$ cat config.mk
export PLATFORM = sky130hd
export DESIGN_NAME = sad_partial_par
export DESIGN_NICKNAME = d
export VERILOG_FILES = /design/src/rtl/sad_pkg.sv /design/src/rtl/sad_lane_tree.sv /design/src/rtl/sad_partial_par.sv
export SDC_FILE = /design/constraint.sdc
export NUM_CORES = 1
export LEC_CHECK = 0
export ABC_AREA = 1
export CAP_MARGIN = 15
export CELL_PAD_IN_SITES_DETAIL_PLACEMENT = 1
export CELL_PAD_IN_SITES_GLOBAL_PLACEMENT = 2
export CORE_UTILIZATION = 30
export CTS_CLUSTER_SIZE = 12
export DETAILED_ROUTE_END_ITERATION = 7
export GPL_TIMING_DRIVEN = 0
export HOLD_SLACK_MARGIN = 0.1
export PLACE_DENSITY_LB_ADDON = 0.08
export SLEW_MARGIN = 40
export SYNTH_ARGS = -nofsm -noshare
export SYNTH_HDL_FRONTEND = slang
export SYNTH_SLANG_ARGS = --single-unit
$ cat constraint.sdc
create_clock -name clk -period 4.67 [get_ports clk]
set_input_delay 0.934 -clock clk [delete_from_list [all_inputs] [get_ports clk]]
set_output_delay 0.934 -clock clk [all_outputs]
set_load 0.01 [all_outputs]
$ cat src/rtl/sad_pkg.sv
// Shared definitions for the partial-parallel SAD block: FSM state encoding,
// result/lane-sum width helpers and the candidate index width.
package sad_pkg;

    // Width of the candidate index reported by the optional minimum tracker
    localparam int IDX_W = 8;

    typedef enum logic [1:0] {
        IDLE  = 2'd0,
        ACC   = 2'd1,
        FLUSH = 2'd2,
        DONE  = 2'd3
    } sad_state_t;

    // Block SAD width: worst case is BLOCK * (2^WIDTH - 1), which always fits
    function automatic int sad_w(input int width, input int block);
        return width + $clog2(block);
    endfunction

    // Width of one beat's lane sum: LANES * (2^WIDTH - 1) fits exactly
    function automatic int lane_w(input int width, input int lanes);
        return width + $clog2(lanes);
    endfunction

endpackage

$ cat src/rtl/sad_lane_tree.sv
// Combinational |a-b| for every lane followed by a binary adder tree.
// Nodes are heap-indexed: leaves at LANES..2*LANES-1, root at 1.
module sad_lane_tree
    import sad_pkg::*;
#(
    parameter int WIDTH = 8,
    parameter int LANES = 4
) (
    input  logic [LANES*WIDTH-1:0]           a,
    input  logic [LANES*WIDTH-1:0]           b,
    output logic [lane_w(WIDTH, LANES)-1:0]  sum
);

    localparam int LW = lane_w(WIDTH, LANES);

    logic [LW-1:0] node [1:2*LANES-1];

    for (genvar k = 0; k < LANES; k++) begin : g_leaf
        logic [WIDTH-1:0] pa;
        logic [WIDTH-1:0] pb;
        logic [WIDTH-1:0] diff;
        assign pa   = a[k*WIDTH +: WIDTH];
        assign pb   = b[k*WIDTH +: WIDTH];
        assign diff = (pa >= pb) ? (pa - pb) : (pb - pa);
        assign node[LANES+k] = LW'(diff);
    end

    // Each internal node adds its two children; LW bits never overflow
    for (genvar n = 1; n < LANES; n++) begin : g_node
        assign node[n] = node[2*n] + node[2*n+1];
    end

    assign sum = node[1];

endmodule

$ cat src/rtl/sad_partial_par.sv
// Partial-parallel sum of absolute differences over one block of BLOCK
// pixels, LANES pixel pairs per loaded beat. Stage 1 registers the beat's
// lane sum, stage 2 folds it into the block accumulator.
// Optional feature: define SAD_MIN_TRACK_EN to add a running minimum-SAD
// tracker (ports min_clr, out_min_sad, out_min_idx).
module sad_partial_par
    import sad_pkg::*;
#(
    parameter int WIDTH = 8,
    parameter int LANES = 4,
    parameter int BLOCK = 32
) (
    input  logic                            clk,
    input  logic                            rst,
    input  logic                            init,
    input  logic                            loaded,
    input  logic                            ack,
    input  logic [LANES*WIDTH-1:0]          ori,
    input  logic [LANES*WIDTH-1:0]          can,
`ifdef SAD_MIN_TRACK_EN
    input  logic                            min_clr,
    output logic [sad_w(WIDTH, BLOCK)-1:0]  out_min_sad,
    output logic [IDX_W-1:0]                out_min_idx,
`endif
    output logic                            out_ready,
    output logic                            out_done,
    output logic [sad_w(WIDTH, BLOCK)-1:0]  out_sad
);

    localparam int SAD_W = sad_w(WIDTH, BLOCK);
    localparam int LW    = lane_w(WIDTH, LANES);
    localparam int BEATS = BLOCK / LANES;
    localparam int CNT_W = (BEATS > 1) ? $clog2(BEATS) : 1;
    localparam logic [CNT_W-1:0] LAST = CNT_W'(BEATS - 1);

    sad_state_t        state, state_nxt;
    logic [CNT_W-1:0]  beat_cnt;
    logic [LW-1:0]     lane_sum;
    logic [LW-1:0]     lane_sum_p1;
    logic              vld_p1;
    logic [SAD_W-1:0]  acc_p2;
    logic [SAD_W-1:0]  acc_nxt;
    logic              take;
    logic              last_beat;

    sad_lane_tree #(
        .WIDTH (WIDTH),
        .LANES (LANES)
    ) u_tree (
        .a   (ori),
        .b   (can),
        .sum (lane_sum)
    );

    assign take      = (state == ACC) && loaded;
    assign last_beat = take && (beat_cnt == LAST);
    assign acc_nxt   = acc_p2 + SAD_W'(lane_sum_p1);
    assign out_sad   = acc_p2;

    // Next-state and handshake outputs; init restarts from any state
    always_comb begin
        state_nxt = state;
        out_ready = 1'b0;
        out_done  = 1'b0;
        case (state)
            IDLE:    state_nxt = IDLE;
            ACC: begin
                out_ready = 1'b1;
                if (last_beat) state_nxt = FLUSH;
            end
            FLUSH:   state_nxt = DONE;
            DONE: begin
                out_done = 1'b1;
                if (ack) state_nxt = IDLE;
            end
            default: state_nxt = IDLE;
        endcase
        if (init) state_nxt = ACC;
    end

    // State register
    always_ff @(posedge clk) begin
        if (rst) state <= IDLE;
        else     state <= state_nxt;
    end

    // Stage 1 capture of the lane sum and stage 2 accumulation
    always_ff @(posedge clk) begin
        if (rst) begin
            beat_cnt    <= '0;
            lane_sum_p1 <= '0;
            vld_p1      <= 1'b0;
            acc_p2      <= '0;
        end else if (init) begin
            beat_cnt <= '0;
            vld_p1   <= 1'b0;
            acc_p2   <= '0;
        end else begin
            vld_p1 <= take;
            if (take) begin
                lane_sum_p1 <= lane_sum;
                beat_cnt    <= last_beat ? '0 : beat_cnt + 1'b1;
            end
            if (vld_p1) acc_p2 <= acc_nxt;
        end
    end

`ifdef SAD_MIN_TRACK_EN
    logic             done_entry;
    logic             min_vld;
    logic [IDX_W-1:0] cand_idx;
    logic [SAD_W-1:0] sad_new;

    assign done_entry = (state == FLUSH) && !init;
    assign sad_new    = vld_p1 ? acc_nxt : acc_p2;

    // Running minimum over finished blocks; ties keep the earlier candidate
    always_ff @(posedge clk) begin
        if (rst || min_clr) begin
            min_vld     <= 1'b0;
            cand_idx    <= '0;
            out_min_sad <= '1;
            out_min_idx <= '0;
            if (!rst && done_entry) begin
                min_vld     <= 1'b1;
                cand_idx    <= IDX_W'(1);
                out_min_sad <= sad_new;
            end
        end else if (done_entry) begin
            cand_idx <= cand_idx + 1'b1;
            if (!min_vld || (sad_new < out_min_sad)) begin
                min_vld     <= 1'b1;
                out_min_sad <= sad_new;
                out_min_idx <= cand_idx;
            end
        end
    end
`endif

endmodule

## Word level (Yosys, flattened, before mapping)

Index checks and enable logic that the tools add are counted.

| word-level totals | value |
|---|---|
| input bits | 69 |
| output and inout port bits | 15 |
| flip-flop bits (word level) | 29 |
| word-level logic and storage cells | 50 |

| cells by class | value |
|---|---|
| magnitude comparators | 4 |
| equality and inequality tests | 8 |
| reductions and logical operators | 7 |
| multiplexer cells | 11 |
| bitwise logic cells | 1 |
| add/sub/neg operators | 13 |

Operator list:

| operator | number |
|---|---|
| $sub 8x8->8 | 8 |
| $ge 8x8->1 | 4 |
| $mux 8 | 4 |
| $add 8x8->9 | 2 |
| $add 13x10->13 | 1 |
| $add 9x9->10 | 1 |
| $pmux 2 s4 | 1 |
| $ne 3x3->1 const B | 2 |
| $reduce_and 2->1 | 3 |
| $eq 2x2->1 const B | 2 |
| $mux 2 | 2 |
| $ne 2x2->1 const B | 2 |
| $add 3x1->3 const B | 1 |
| $eq 3x3->1 const B | 1 |
| $mux 1 | 3 |
| $mux 3 | 1 |
| $eq 2x1->1 const B | 1 |
| $logic_and 1x1->1 | 2 |
| $logic_not 2->1 | 1 |
| $reduce_or 2->1 | 1 |
| $not 1->1 | 1 |

## Logic depth before layout (Yosys ltp)

Gate-level depths: netlist of run 1.

| depth | value |
|---|---|
| word-level depth | 6 |
| depth in mapped cells | 26 |
| depth with buffers taken out | 25 |

## By module

Synthesis of run 1 repeated with hierarchy kept, for this count alone.

| second synthesis, totals | value |
|---|---|
| cells, all modules | 1030 |
| area, all modules | 6084.6 µm² |

Modules (own cells, without submodules):

| module | times used | area an instance (µm²) | cells an instance | seq. area each (µm²) |
|---|---|---|---|---|
| sad_lane_tree | 1 | 4371.7 | 776 | 0.0 |
| sad_partial_par | 1 | 1712.9 | 254 | 580.6 |

## Worst setup path before layout of run 1

OpenSTA, ideal clock, no wires.

| timing path | value |
|---|---|
| kind | in2reg |
| start point | input ori[24] |
| end point | register lane_sum_p1[5] |
| required time | 4.555 ns |
| arrival time | 4.251 ns |
| path slack | 0.304 ns |
| buffers on the path | 0 |
| library setup time | 0.115 ns |
| cell stages on the path | 19 |
| cell sequence | inv_1 > ha_1 > inv_1 > fa_1 > nand3_1 > nand2_1 > o21ai_2 > nand2_4 > nand2_1 > nand2_1 > fa_1 > fa_1 > ha_1 > fa_1 > nand3_1 > nand2_1 > xor2_1 > o21ai_0 > inv_1 |

| on the way | value |
|---|---|
| longest elaborated chain between the ends | 4 |
| elaborated cells between the ends (all ways) | 6 |
| those cells by class | add/sub: 4; order compare: 1; mux: 1 |

RTL lines:

| item | line | text |
|---|---|---|
| from (decl) | sad_partial_par.sv:18 | `input logic [LANES*WIDTH-1:0] ori,` |
| $sub 8x8->8 / $ge 8x8->1 (equally long branches) | sad_lane_tree.sv:24 | `assign diff = (pa >= pb) ? (pa - pb) : (pb - pa);` |
| $mux 8 * | sad_lane_tree.sv:24 |  |
| $add 8x8->9 * | sad_lane_tree.sv:30 | `assign node[n] = node[2*n] + node[2*n+1];` |
| $add 9x9->10 * | sad_lane_tree.sv:30 |  |
| to (signal assigned) | sad_partial_par.sv:101 | `lane_sum_p1 <= lane_sum;` |
| to (decl) | sad_partial_par.sv:39 | `logic [LW-1:0] lane_sum_p1;` |

Mark *: on every way between the ends. The rest lies on a longest branch, timed or not.
A chain may end at the register's enable or synchronous reset.

## Worst setup path in the final report of run 1

| timing path | value |
|---|---|
| start point | input ori[28] |
| end point | register lane_sum_p1[6] |

Same word-level chain as after synthesis.

==> results of run 1 <==
layout by cell type (no fill, tap or decap), types with 26 or more instances in the layout:
master | netlist | routed
a21oi_1 | 53 | 39
buf_4 | 5 | 26
clkdlybuf4s50_1 | 0 | 68
dfxtp_1 | 29 | 29
ha_1 | 84 | 68
inv_1 | 172 | 168
nand2_1 | 248 | 229
nand3_1 | 60 | 57
nor2_1 | 75 | 71
xor2_1 | 26 | 26
final timing paths:
path,from,to,slack [ps]
setup reg to reg,out_sad[0],out_sad[8],2780
hold reg to reg,beat_cnt[2],beat_cnt[2],470
setup / recovery,ori[28],lane_sum_p1[6],160
hold / removal,beat_cnt[2],beat_cnt[2],470
area by class of cell:
| class | count | area share |
|---|---|---|
| Buffer | 15 | 0.0163 |
| Clock buffer | 6 | 0.0179 |
| Clock inverter | 2 | 0.00484 |
| Inverter | 179 | 0.0880 |
| Multi-Input combinational cell | 684 | 0.625 |
| Sequential cell | 29 | 0.0749 |
| Tap cell | 234 | 0.0378 |
| Timing Repair Buffer | 107 | 0.135 |
metal layers:
layer / vias to the layer above / global-route usage / wire [um]
met4: 0 / 0.0231 / 80
met3: 7 / 0.0113 / 198
li1: 3043 / - / -
met2: 51 / 0.312 / 8010
met5: - / 0 / 0
met1: 2634 / 0.217 / 7930
per-stage QoR:
step,instances,utilization
4_1_cts,1235,0.383
2_1_floorplan,904,-
3_5_place_dp,1221,0.365
5_1_grt,1256,0.414
6_report,1256,0.414
3_3_place_gp,1221,0.365
critical path: stages:
cell and delay [ps]:
clkdlybuf4s50_1 500, inv_1 50, ha_1 280, buf_4 170, nand2_1 130, inv_1 70, nand2_1 60, nand3_1 90
xor2_1 150, nand2_1 70, nand2_2 70, fa_1 530, inv_1 50, fa_1 520, inv_1 60, ha_4 300
nand2_2 70, or2_2 310, nand4_1 80, nand3_1 80, nand2_1 70, inv_1 30
state kept, by name (all words and copies together) (netlist names):
| register | cells |
|---|---|
| beat_cnt | 3 |
| lane_sum_p1 | 10 |
| out_sad | 13 |
| state | 2 |
| vld_p1 | 1 |
cells by family (layout without fill, tap and decap cells):
kind of cell,after synthesis,count (layout),share of synthesized area
AND/OR/NAND/NOR,427,430,0.323
flip-flops,29,29,0.102
buffers and inverters,194,309,0.136
XOR/XNOR,38,38,0.0583
adder cells (fa/ha/maj),109,109,0.272
AO/OA/AOI/OAI,107,107,0.109
power by group:
group,switching [W],internal (W)
Clock,0.000122,0.000266
Combinational,0.00113,0.000948
Sequential,0.00000784,0.000257
Total,0.00126,0.00147
what timing repair did:
item | 4_1_cts | 5_1_grt
pin swaps | 9 | 41
endpoints found under the setup margin | 8 | 8
resized for setup | 28 | 110
buffers inserted | 4 | 20
gates cloned | 2 | 1
==> run_results.csv, run 1 <==
group,metric,value,unit
run_status,outcome,"complete, but fails checks",
run_status,violations,"design-rule violations",
sta,slew_viol_final,0,
floorplanning,ios,84,
sta,hold_viol,0,
power,power_leakage,4.06,nW
worst_setup_path,start_kind,"primary input",
sta,setup_ws,163,ps
detailed_routing,firstDrtPassIters,6,
logic_synthesis,synthArstFlopShare,0,
logic_synthesis,yosysTopAreaCellShare,0.184,
clock_tree,cts_root_buf,"clkbuf_16",
logic_synthesis,ys.flop_type,"dfxtp_1",
cells_and_area,areaGrowthSynthToFinish,35.7,%
cells_and_area,final_area,0.00775,mm2
detailed_routing,route.detailed.wl_per_inst,12.9,um
grt,grt.total_usage,0.168,
placed_design,gp_congestion,0.775,
floorplanning,start_util,0.305,
detailed_routing,drtAntennaViolNets,0,
grt,grt_pass1_vias,5829,
placed_design,post_dp_cell_area,0.00683,mm2
cells_and_area,regArea,581,um2
worst_setup_path,cp_data_required_time,4850,ps
cells_and_area,num_antenna_cells,0,
sta,max_freq,0.222,GHz
floorplanning,coreArea,0.0187,mm2
sta,clock_skew,5.94,ps
cells_and_area,multi_input_area,0.00484,mm2
placed_design,place_ws,-675,ps
grt,grt_max_degree,11,
sta,min_period_over_period,0.965,
floorplanning,rows,50,
worst_setup_path,reg2regPathDepth,9,
logic_synthesis,synth.most_common_cell,"nand2_1",
grt,grt_pass1_wl,27000,um
floorplanning,fp.dieH,140,um
worst_setup_path,cp_max_fo,6,
clock_tree,cts_tree,"yes",
power,peakVddDrop,331,uV
detailed_routing,viasPerCell,4.57,
clock_tree,clockBufferDepth,2,
detailed_routing,num_vias,5735,
logic_synthesis,netlist_area,0.00571,mm2
worst_setup_path,end_kind,"flip-flop",
power,total_power,0.00273,W
sta,min_period,4510,ps
cells_and_area,n_fill_cell,2406,
clock_tree,clkLatencyLatePin,280,ps
logic_synthesis,syn_inst,904,
floorplanning,die_area,0.0196,mm2
clock_tree,cts-buffers-inserted,5,
floorplanning,die_width,140,um
sta,worst_pin_slew,591,ps
logic_synthesis,syn_area_per_cell,6.32,um2
worst_setup_path,crit_arrival,4690,ps
detailed_routing,dr.first_iter.drc_count,95,
sta,hold_ws,470,ps
logic_synthesis,synth_top_cell_by_area,"ha_1",
logic_synthesis,yosysWarnings,0,
detailed_routing,drc,1,
sta,finalSetupViolCount,0,
sta,finalSetupTns,0,ps
grt,antenna_found_initial,0,
worst_setup_path,criticalPathCategory,"primary input to flip-flop",
min_path,hold_class,"flip-flop to flip-flop",
sta,slew_headroom,0.606,
logic_synthesis,synth_common_cells,"nand2_1 (248), inv_1 (172), ha_1 (84), nor2_1 (75), nand3_1 (60)",
flow_run,drv_cap,0,
cells_and_area,nNetsFinal,1199,
placed_design,dp_hpwl,13600,um
clock_tree,htree_levels,2,
logic_synthesis,syn-num-nets,1082,
power,p_per_area,352,mW/mm2
clock_tree,holdBufCountCts,0,
cells_and_area,drive_gt1_frac,0.158,
logic_synthesis,seq_area_frac_synth,0.102,
logic_synthesis,yosys-top-cells-area,"ha_1 (18%), nand2_1 (16%), inv_1 (11%), dfxtp_1 (10%), fa_1 (8.8%)",
logic_synthesis,synth_cell_types,42,
clock_tree,clk_pin_slew_worst_paths,60,ps
logic_synthesis,synth_edf_count,0,
min_path,hold_depth,2,
grt,grt_overflow,0,
detailed_routing,routed_wl,16200,um
logic_synthesis,ys_ff_latch,29,
clock_tree,clock-sinks,29,
placed_design,portBuffers,83,
No activity file was read; power rests on OpenSTA's default activity.
==> run 2, diff against run 1 <==
--- a/config.mk
+++ b/config.mk
@@ -9,6 +9,7 @@
 export CAP_MARGIN = 15
 export CELL_PAD_IN_SITES_DETAIL_PLACEMENT = 1
 export CELL_PAD_IN_SITES_GLOBAL_PLACEMENT = 2
+export CORE_ASPECT_RATIO = 1.4
 export CORE_UTILIZATION = 30
 export CTS_CLUSTER_SIZE = 12
 export DETAILED_ROUTE_END_ITERATION = 7
==> constraint.sdc (replaced) <==
create_clock -name clk -period 4.3 [get_ports clk]
set_input_delay 0.86 -clock clk [delete_from_list [all_inputs] [get_ports clk]]
set_output_delay 0.86 -clock clk [all_outputs]
set_load 0.01 [all_outputs]
==> run_results.csv, run 2 (synthesis gave the netlist of run 1 again) <==
group,metric,value,unit
cells_and_area,areaGrowthSynthToFinish,44.8,%
grt,grt_pass1_vias,6158,
sta,min_period_over_period,0.977,
min_path,hold_class,"flip-flop to flip-flop",
detailed_routing,dr.first_iter.drc_count,129,
cells_and_area,drive_gt1_frac,0.247,
placed_design,place_ws,-1140,ps
sta,setup_ws,96.8,ps
detailed_routing,drtAntennaViolNets,0,
cells_and_area,largest_reg_flops,13,
placed_design,gp_congestion,0.776,
cells_and_area,final_area,0.00827,mm2
floorplanning,start_util,0.307,
detailed_routing,firstDrtPassIters,4,
sta,max_freq,0.238,GHz
clock_tree,clock-sinks,29,
clock_tree,cts_tree,"yes",
clock_tree,cts_root_buf,"clkbuf_16",
worst_setup_path,cp_data_required_time,4440,ps
grt,grt_pass1_wl,28600,um
placed_design,dp_hpwl,14300,um
cells_and_area,layout_common_cells,"nand2_1 (213), inv_1 (147), nor2_1 (66)",
clock_tree,htree_levels,2,
clock_tree,clockBufferDepth,2,
flow_run,drv_cap,0,
clock_tree,cts-buffers-inserted,5,
floorplanning,die_area,0.0196,mm2
sta,clock_skew,5.21,ps
power,total_power,0.00328,W
placed_design,portBuffers,83,
worst_setup_path,cp_max_fo,5,
sta,hold_viol,0,
cells_and_area,final_cells,1291,
cells_and_area,num_antenna_cells,0,
floorplanning,die_width,119,um
floorplanning,ios,84,
grt,grt_overflow,0,
grt,antenna_found_initial,0,
power,peakVddDrop,253,uV
cells_and_area,layout.cells.most_common,"nand2_1",
detailed_routing,routed_wl,17700,um
detailed_routing,viasPerCell,4.61,
run_status,outcome,"finished, final reports clean",
worst_setup_path,end_kind,"flip-flop",
floorplanning,coreArea,0.0186,mm2
sta,finalSetupViolCount,0,
power,power_leakage,4.32,nW
worst_setup_path,start_kind,"primary input",
worst_setup_path,criticalPathCategory,"primary input to flip-flop",
placed_design,post_dp_cell_area,0.00685,mm2
grt,grt_max_degree,11,
detailed_routing,num_vias,5955,
detailed_routing,drc,0,
grt,grt.total_usage,0.180,
clock_tree,clkLatencyLatePin,280,ps
sta,worst_pin_slew,631,ps
placed_design,dp_cells,1231,
cells_and_area,nNetsFinal,1225,
power,p_per_area,397,mW/mm2
clock_tree,holdBufCountCts,0,
sta,slew_headroom,0.579,
floorplanning,rows,59,
clock_tree,clk_pin_slew_worst_paths,50,ps
floorplanning,fp.dieH,165,um
worst_setup_path,crit_arrival,4350,ps
detailed_routing,route.detailed.wl_per_inst,13.7,um
sta,slew_viol_final,0,
sta,min_period,4200,ps
run 2: final timing paths:
| kind | startpoint | slack (ps) | depth (start not counted) | end |
|---|---|---|---|---|
| setup / recovery | ori[24] | 100 | 21 | lane_sum_p1[9] |
| hold / removal | lane_sum_p1[2] | 470 | 2 | lane_sum_p1[2] |
| setup reg to reg | out_sad[0] | 2370 | 9 | out_sad[8] |
| hold reg to reg | lane_sum_p1[2] | 470 | 2 | lane_sum_p1[2] |
run 2: worst max-delay path, stage by stage:
cell      delay, ps
clkbuf_2        100
inv_2            50
ha_2            180
inv_2            40
fa_2            360
nand3_2          80
nand2_2          80
o21ai_4         190
nand2_4         110
buf_6           130
nand2_2          50
nand2_2          70
fa_1            480
fa_1            500
ha_2            220
fa_2            360
nand3_2         100
nand2_4          80
a21o_1          190
nand2_1          60
a21oi_1          60
run 2: layer usage:
metal  wire, um  track usage
met1       6930        0.184
met2      10200        0.383
met3        170      0.00893
met4        381       0.0575
met5          0            0
run 2: layout make-up:
cell class / instances / area, um2
inverter: 179 / 684
buffer: 15 / 130
clock buffer: 7 / 143
sequential: 29 / 581
fill: 2418 / 10300
tap: 244 / 305
multi-input combinational: 684 / 5210
timing repair buffer: 133 / 1210
run 2: through the flow:
step / utilization / setup TNS, ps / hold slack (ps)
floorplan: - / 0 / 444
global placement: 0.368 / -7370 / 459
detailed placement: 0.368 / -7720 / 465
CTS: 0.418 / 0 / 473
global route: 0.444 / -87.1 / 488
finish: 0.444 / 0 / 471
run 2: timing repair:
item                                    in CTS  in global routing
endpoints found under the setup margin       9                  7
pin swaps                                   59                 79
setup buffers                               28                 22
cloned                                       3                  0
resized for setup                          167                128
run 2: power by group:
| group | internal [W] | switching [W] |
|---|---|---|
| Sequential | 0.000279 | 0.00000773 |
| Clock | 0.000227 | 0.000118 |
| Combinational | 0.00124 | 0.00141 |
| Total | 0.00174 | 0.00154 |
==> run 3, diff against run 2 <==
--- a/config.mk
+++ b/config.mk
@@ -9,7 +9,6 @@
 export CAP_MARGIN = 15
 export CELL_PAD_IN_SITES_DETAIL_PLACEMENT = 1
 export CELL_PAD_IN_SITES_GLOBAL_PLACEMENT = 2
-export CORE_ASPECT_RATIO = 1.4
 export CORE_UTILIZATION = 30
 export CTS_CLUSTER_SIZE = 12
 export DETAILED_ROUTE_END_ITERATION = 7
==> run_results.csv, run 3 (synthesis gave the netlist of run 1 again) <==
group,metric,value,unit
run_status,outcome,"complete, but fails checks",
run_status,violations,"design-rule violations",
power,p_per_area,410,mW/mm2
clock_tree,cts-buffers-inserted,5,
min_path,hold_depth,2,
clock_tree,holdBufCountCts,0,
power,power_leakage,4.29,nW
cells_and_area,num_antenna_cells,0,
worst_setup_path,cp_data_required_time,4480,ps
cells_and_area,nNetsFinal,1225,
power,peakVddDrop,380,uV
placed_design,dp_hpwl,13600,um
cells_and_area,n_fill_cell,2381,
placed_design,post_dp_cell_area,0.00683,mm2
floorplanning,coreArea,0.0187,mm2
clock_tree,clk_pin_slew_worst_paths,60,ps
min_path,worstHoldStart,"beat_cnt[2]",
floorplanning,die_width,140,um
floorplanning,ios,84,
sta,finalSetupViolCount,0,
floorplanning,fp.dieH,140,um
clock_tree,htree_levels,2,
detailed_routing,viasPerCell,4.61,
floorplanning,die_area,0.0196,mm2
cells_and_area,areaGrowthSynthToFinish,44.3,%
flow_run,drv_cap,0,
placed_design,portBuffers,83,
worst_setup_path,end_kind,"flip-flop",
grt,grt_pass1_wl,28600,um
detailed_routing,drtAntennaViolNets,0,
worst_setup_path,r2r-end,"out_sad[8]",
power,total_power,0.00338,W
min_path,hold_end,"beat_cnt[2]",
sta,min_period_over_period,0.966,
sta,slew_headroom,0.608,
detailed_routing,num_vias,5905,
cells_and_area,largest_reg_flops,13,
clock_tree,clockBufferDepth,2,
detailed_routing,routed_wl,17200,um
detailed_routing,route.detailed.wl_per_inst,13.4,um
worst_setup_path,rr_startpoint,"out_sad[0]",
worst_setup_path,crit_arrival,4330,ps
detailed_routing,dr.first_iter.drc_count,80,
clock_tree,cts_root_buf,"clkbuf_16",
grt,grt.total_usage,0.178,
cells_and_area,final_area,0.00824,mm2
cells_and_area,layout.cells.most_common,"nand2_1",
detailed_routing,drc,1,
sta,slew_viol_final,0,
grt,grt_max_degree,11,
worst_setup_path,cp_max_fo,7,
floorplanning,rows,50,
sta,clock_skew,6.81,ps
grt,grt_pass1_vias,6095,
grt,antenna_found_initial,0,
sta,min_period,4160,ps
floorplanning,start_util,0.305,
sta,setup_ws,145,ps
clock_tree,clock-sinks,29,
sta,hold_ws,470,ps
clock_tree,cts_tree,"yes",
worst_setup_path,criticalPathCategory,"primary input to flip-flop",
grt,grt_overflow,0,
sta,hold_viol,0,
placed_design,place_ws,-971,ps
cells_and_area,drive_gt1_frac,0.235,
worst_setup_path,reg2reg_setup_slack,2410,ps
clock_tree,clkLatencyLatePin,280,ps
placed_design,gp_congestion,0.775,
sta,max_freq,0.241,GHz
worst_setup_path,reg2regPathDepth,9,
min_path,hold_class,"flip-flop to flip-flop",
sta,worst_pin_slew,589,ps
cells_and_area,layout_common_cells,"nand2_1 (211), inv_1 (147), nor2_1 (73)",
worst_setup_path,start_kind,"primary input",
detailed_routing,firstDrtPassIters,6,
==> run 3: cell types whose count changed in the layout (fill, tap and decap cells not counted), sizes merged <==
cell | before | now
buf | 63 | 64
bufinv | 0 | 1
clkbuf | 22 | 16
clkdlybuf4s15 | 3 | 5
clkdlybuf4s50 | 36 | 37
clkinvlp | 0 | 1
dlygate4sd2 | 12 | 14
dlymetal6s2s | 19 | 18
==> run 3: worst max path at each step <==
stage,startpoint,to,slack [ps],cells past startpoint
global route,can[26],lane_sum_p1[8],-40,21
detailed placement,can[16],lane_sum_p1[7],-970,20
finish,can[26],lane_sum_p1[7],140,21
CTS,ori[22],lane_sum_p1[7],1,19
floorplan,ori[24],lane_sum_p1[5],8,19
global placement,can[16],lane_sum_p1[7],-980,20
==> run 3: critical path, cell delays in order <==
cell and delay [ps]:
dlygate4sd2_1 250, ha_1 300, buf_6 150, nand3_2 80, nand2_2 80, o21ai_4 260, nand2_8 120, inv_8 90
nand2_2 50, nand2_2 70, fa_2 460, fa_1 530, ha_4 190, fa_2 360, nand3_4 80, nand2_4 70
nand2_2 60, a21o_1 110, nand3_1 70, nand2_1 70, inv_1 30
==> run 3: metrics by stage <==
stage / cells / utilization / setup TNS [ps]
2_1_floorplan: 904 / - / 0
3_3_place_gp: 1221 / 0.365 / -6820
3_5_place_dp: 1221 / 0.365 / -6840
4_1_cts: 1267 / 0.417 / 0
5_1_grt: 1282 / 0.440 / -64.5
6_report: 1282 / 0.440 / 0
==> run 3: repair_timing <==
action	CTS	global route
hold endpoints to repair	0	0
endpoints found under the setup margin	8	8
resized for setup	147	128
buffers inserted	35	16
pin swaps	45	80
gates cloned	3	0
==> run 3: cell type report <==
cell class                 count  area, um2  area share
inverter                     179        689      0.0837
clock inverter                 2       37.5     0.00456
tap                          234        293      0.0355
buffer                        14        119      0.0144
timing repair buffer         134       1230       0.149
clock buffer                   6        139      0.0169
multi-input combinational    684       5150       0.625
sequential                    29        581      0.0705
==> run 3: report_power, final <==
group | switching [W] | total (W) | leakage (nW) | internal, W
Clock | 0.000133 | 0.000422 | 0.0831 | 0.000289
Sequential | 0.00000853 | 0.000287 | 0.235 | 0.000279
Combinational | 0.00139 | 0.00267 | 3.97 | 0.00128
Total | 0.00153 | 0.00338 | 4.29 | 0.00185
==> run 3: per-layer routing <==
layer | share of wire | track usage
met1 | 0.47 | 0.228
met2 | 0.51 | 0.333
met5 | 0 | 0
met4 | 0.0056 | 0.0249
met3 | 0.012 | 0.0116
==> edit 1: new RTL, flow settings as in run 3 <==
Change the parameter `BLOCK` from 32 to 16.
--- a/src/rtl/sad_partial_par.sv
+++ b/src/rtl/sad_partial_par.sv
@@ -10,3 +10,3 @@
     parameter int LANES = 4,
-    parameter int BLOCK = 32
+    parameter int BLOCK = 16
 ) (
Ports: changed (resized out_sad); port bits go from 84 to 83. The function was not compared with the original's and may differ.
==> edit 1 against run 3 <==
Area after synthesis down 2.2%. Largest cell class unchanged. Power decreased by 16%. Setup slack lost 0.011 ns. Critical path depth grew 2. Routed wire length fell by 2.7%. Critical path type unchanged. Die area down 2.1%. Highest routed layer unchanged. Cell area fell by 3.2%. Clock skew fell by 0.0016 ns. The flow still finishes with violations (design-rule violations). Via count rose by 1.3%. Hold slack better by 0.020 ns. Final cell count increased by 1.4%. Sequential cell count fell by 2.
==> edit 1: results (changes against run 3) <==
WHS Endpoint lane_sum_p1[0]$_SDFFE_PP0P_; Leak 4.28 nW (-0.20%); CP Launch Point ori[29]; routed length per instance 12.9 um (-4.1%); syn nets 1,092 (+0.92%); grt met3 use 0.0107 (-0.000886); status complete, but fails checks; I/O Buffers 82 (-1.2%); CP arrival 4.34 ns (about the same); register area share after synthesis 0.0968 (-0.00491); # DRC 10 (+9); HPWL after DPL 13.3 mm (-2.1%); met2 wire length 8.67 mm (-1.4%); pin count of the biggest net entering global routing 18 (+7); placed cell count 1,226 (+0.41%); cts bufs inserted 3 (-2); synth unique cells 33 (-21%); failing checks design-rule violations; vias in the first global route 6,215 (+2.0%); R2R setup slack 2.35 ns (-0.06 ns); Placed Area 6700 um^2 (-1.9%); Final GP Congestion 0.778 (+0.37%); Max VDD drop 0.000263 V (-31%); average instance area after synthesis 6.10 um^2 (-3.3%); clock skew 0.00519 ns (-0.00162 ns); max incr delay on CP 0.56 ns (+0.03 ns); Total Wirelength 16.7 mm (-2.7%); Largest register FFs 12 (-1); first-pass GRT wire length 27.9 mm (-2.6%); GRT Util Overall 0.173 (-0.00502); critical hold path startpoint lane_sum_p1[0]$_SDFFE_PP0P_; Slew Limit Headroom 0.611 (+0.00331)
[edit 1: cell types whose count changed after synthesis, sizes merged, moves of 3 or more]
cell	run 3	this run
xor2	26	33
xnor2	12	5
nor2	83	87
clkbuf	2	6
o21bai	5	2
inv	179	190
nand2	257	265
a21oi	56	52
nand4	14	10
buf	13	10
[edit 1: what timing repair did]
action	CTS	global route
buffers inserted	43	26
endpoints found under the setup margin	9	8
resized for setup	173	120
cloned	1	1
hold buffers	0	0
pin swaps	66	66
[edit 1: per-stage QoR]
step                hold WS [ns]  setup WS (ns)
floorplan                  0.444         0.0342
global placement           0.468         -0.891
detailed placement         0.472         -0.917
CTS                        0.486        -0.0183
global route               0.517        -0.0944
finish                     0.489          0.134
[edit 1: power breakdown]
group | switching, W | internal [W]
Combinational | 0.00125 | 0.00108
Clock | 0.000103 | 0.000129
Sequential | 0.00000860 | 0.000260
Total | 0.00136 | 0.00147
[edit 1: tightest hold or removal path, delay by kind of cell (launching register included)]
family / cells / cell delay (ns)
AO/OA/AOI/OAI: 1 / 0.05
flip-flops: 1 / 0.33
AND/OR/NAND/NOR: 1 / 0.07
[edit 1: kinds of logic (layout without fill, tap and decap cells)]
logic type	Yosys count	in the layout	share of synthesized area
AO/OA/AOI/OAI	97	97	0.0977
XOR/XNOR	38	38	0.0596
adder cells (fa/ha/maj)	108	108	0.276
buffers and inverters	206	360	0.144
flip-flops	27	27	0.0968
AND/OR/NAND/NOR	439	441	0.327
[edit 1: cell type report]
cell class              count  area, um^2
plain buffers              15         139
clock buffers               3        75.1
clock inverters             1        8.76
fillers                  2318       10100
inverters                 190         733
multi-input cells         684        4920
flip-flops and latches     27         541
well taps                 229         287
repair buffers            151        1270
==> edit 2: new RTL, settings of run 3 <==
Made on the original files. Re-encode `sad_state_t` (4 states) as one-hot, 4 bits wide.
--- a/src/rtl/sad_pkg.sv
+++ b/src/rtl/sad_pkg.sv
@@ -7,7 +7,7 @@
 
-    typedef enum logic [1:0] {
-        IDLE  = 2'd0,
-        ACC   = 2'd1,
-        FLUSH = 2'd2,
-        DONE  = 2'd3
+    typedef enum logic [3:0] {
+        IDLE  = 4'b0001,
+        ACC   = 4'b0010,
+        FLUSH = 4'b0100,
+        DONE  = 4'b1000
     } sad_state_t;
Behaviour: same outputs for any inputs over 10 cycles, from zero or initial values and one cycle with rst high; not proved beyond that.
==> edit 2 against run 3 <==
Sequential cell count is 2 higher. Clock skew decreased by 0.0025 ns. Final cell count is 1.6% higher. Power rose by 0.31%. Cell area rose by 1.9%. Global-route usage rose by 0.49 points. Routed wire length increased by 3.0%. Critical path type unchanged. Area after synthesis is 0.59% higher. Setup slack worse by 0.015 ns.
==> edit 2: results (changes against run 3) <==
status finished, final reports clean; GRT met2 Usage 0.349 (+0.0158); WHS Endpoint lane_sum_p1[0]$_SDFFE_PP0P_; Filler Cells Inserted 2,358 (-0.97%); Seq pwr share 0.087 (+0.002); Final nets 1,243 (+1.5%); CP arrival 4.34 ns (about the same); Slew Limit Headroom 0.624 (+0.0168); hold_ws 0.472 ns (+0.00202 ns); crit path to lane_sum_p1[3]$_SDFFE_PP0P_; TritonRoute pass-1 iters 4 (-2); ranking of synthesized cells by area ha_1, nand2_1, inv_1; grt met3 use 0.0157 (+0.00410); met1 usage 0.227 (-0.000269); switching part of the total 0.457 (+0.00429); Final Power 0.00339 W (+0.31%); Synth top cells by count nand2_1, inv_1, ha_1, nor2_1, nand3_1; Clock power frac 0.140 (+0.015); Post-Route M1 WL 8.25 mm (+1.6%); register area share after synthesis 0.108 (+0.00637); vias per cell 4.62 (+0.32%); initial antenna violation count 0 (unchanged); syn nets 1,090 (+0.74%); detailed router's first-iteration violation count 77 (-3.8%); metal3 WL 234 um (+12%); Register-to-Register Path Depth 9 (unchanged); CP Launch Point ori[27]; routed length per instance 13.6 um (+1.4%); first-pass GRT wire length 29.5 mm (+3.2%); max incr delay on CP 0.51 ns (-0.02 ns); Leak 4.43 nW (+3.3%); HPWL after DPL 13.8 mm (+1.4%); critical hold path startpoint lane_sum_p1[0]$_SDFFE_PP0P_; synth unique cells 43 (+2.4%); R2R setup slack 2.31 ns (-0.10 ns); share of cells above drive strength 1 0.266 (+0.0309)
-- edit 2: changes by cell type after synthesis, sizes merged, moves of 4 or more --
cell / run 3 / this run
inv: 179 / 185
xnor2: 12 / 6
xor2: 26 / 32
nand2: 257 / 252
a21oi: 56 / 60
nand3: 62 / 66
nor2: 83 / 79
-- edit 2: what timing repair did --
item / CTS / global route
gates cloned: 1 / 1
endpoints found under the setup margin: 9 / 8
setup buffers: 42 / 23
hold buffers: 0 / 0
pin swaps: 71 / 80
resized for setup: 174 / 143
-- edit 2: cell families after synthesis --
family / after synthesis / synth area share
adders and majority gates: 106 / 0.264
xor gates and xnor gates: 38 / 0.0580
and+or+nand+nor: 428 / 0.318
AOI/OAI and AO/OA: 111 / 0.112
DFF: 31 / 0.108
buffers and inverters: 201 / 0.141
-- edit 2: cell type report --
type,instances,share of cell area
inverters,185,0.0844
plain buffers,12,0.0148
clock buffers,6,0.0154
flip-flops and latches,31,0.0740
multi-input cells,685,0.617
repair buffers,148,0.153
well taps,234,0.0349
clock inverters,2,0.00716
-- edit 2: per-stage QoR --
step	worst slack, ns	TNS, ns	instances	instance area, um^2	utilization
2_1_floorplan	0.0470	0	915	5750	-
3_3_place_gp	-1.04	-7.42	1232	6870	0.367
3_5_place_dp	-1.12	-7.96	1232	6870	0.367
4_1_cts	0.000976	0	1281	7870	0.421
5_1_grt	-0.0558	-0.0973	1303	8390	0.449
6_report	0.130	0	1303	8390	0.449
-- edit 2: worst register-to-register path, stage by stage, from the launching register on --
cell and delay (ns):
dfxtp_1 0.37, ha_1 0.23, inv_1 0.07, fa_1 0.43, o21bai_1 0.36, nand2_1 0.15
nand3_1 0.10, nand3_1 0.08, nand2_1 0.08, inv_1 0.03
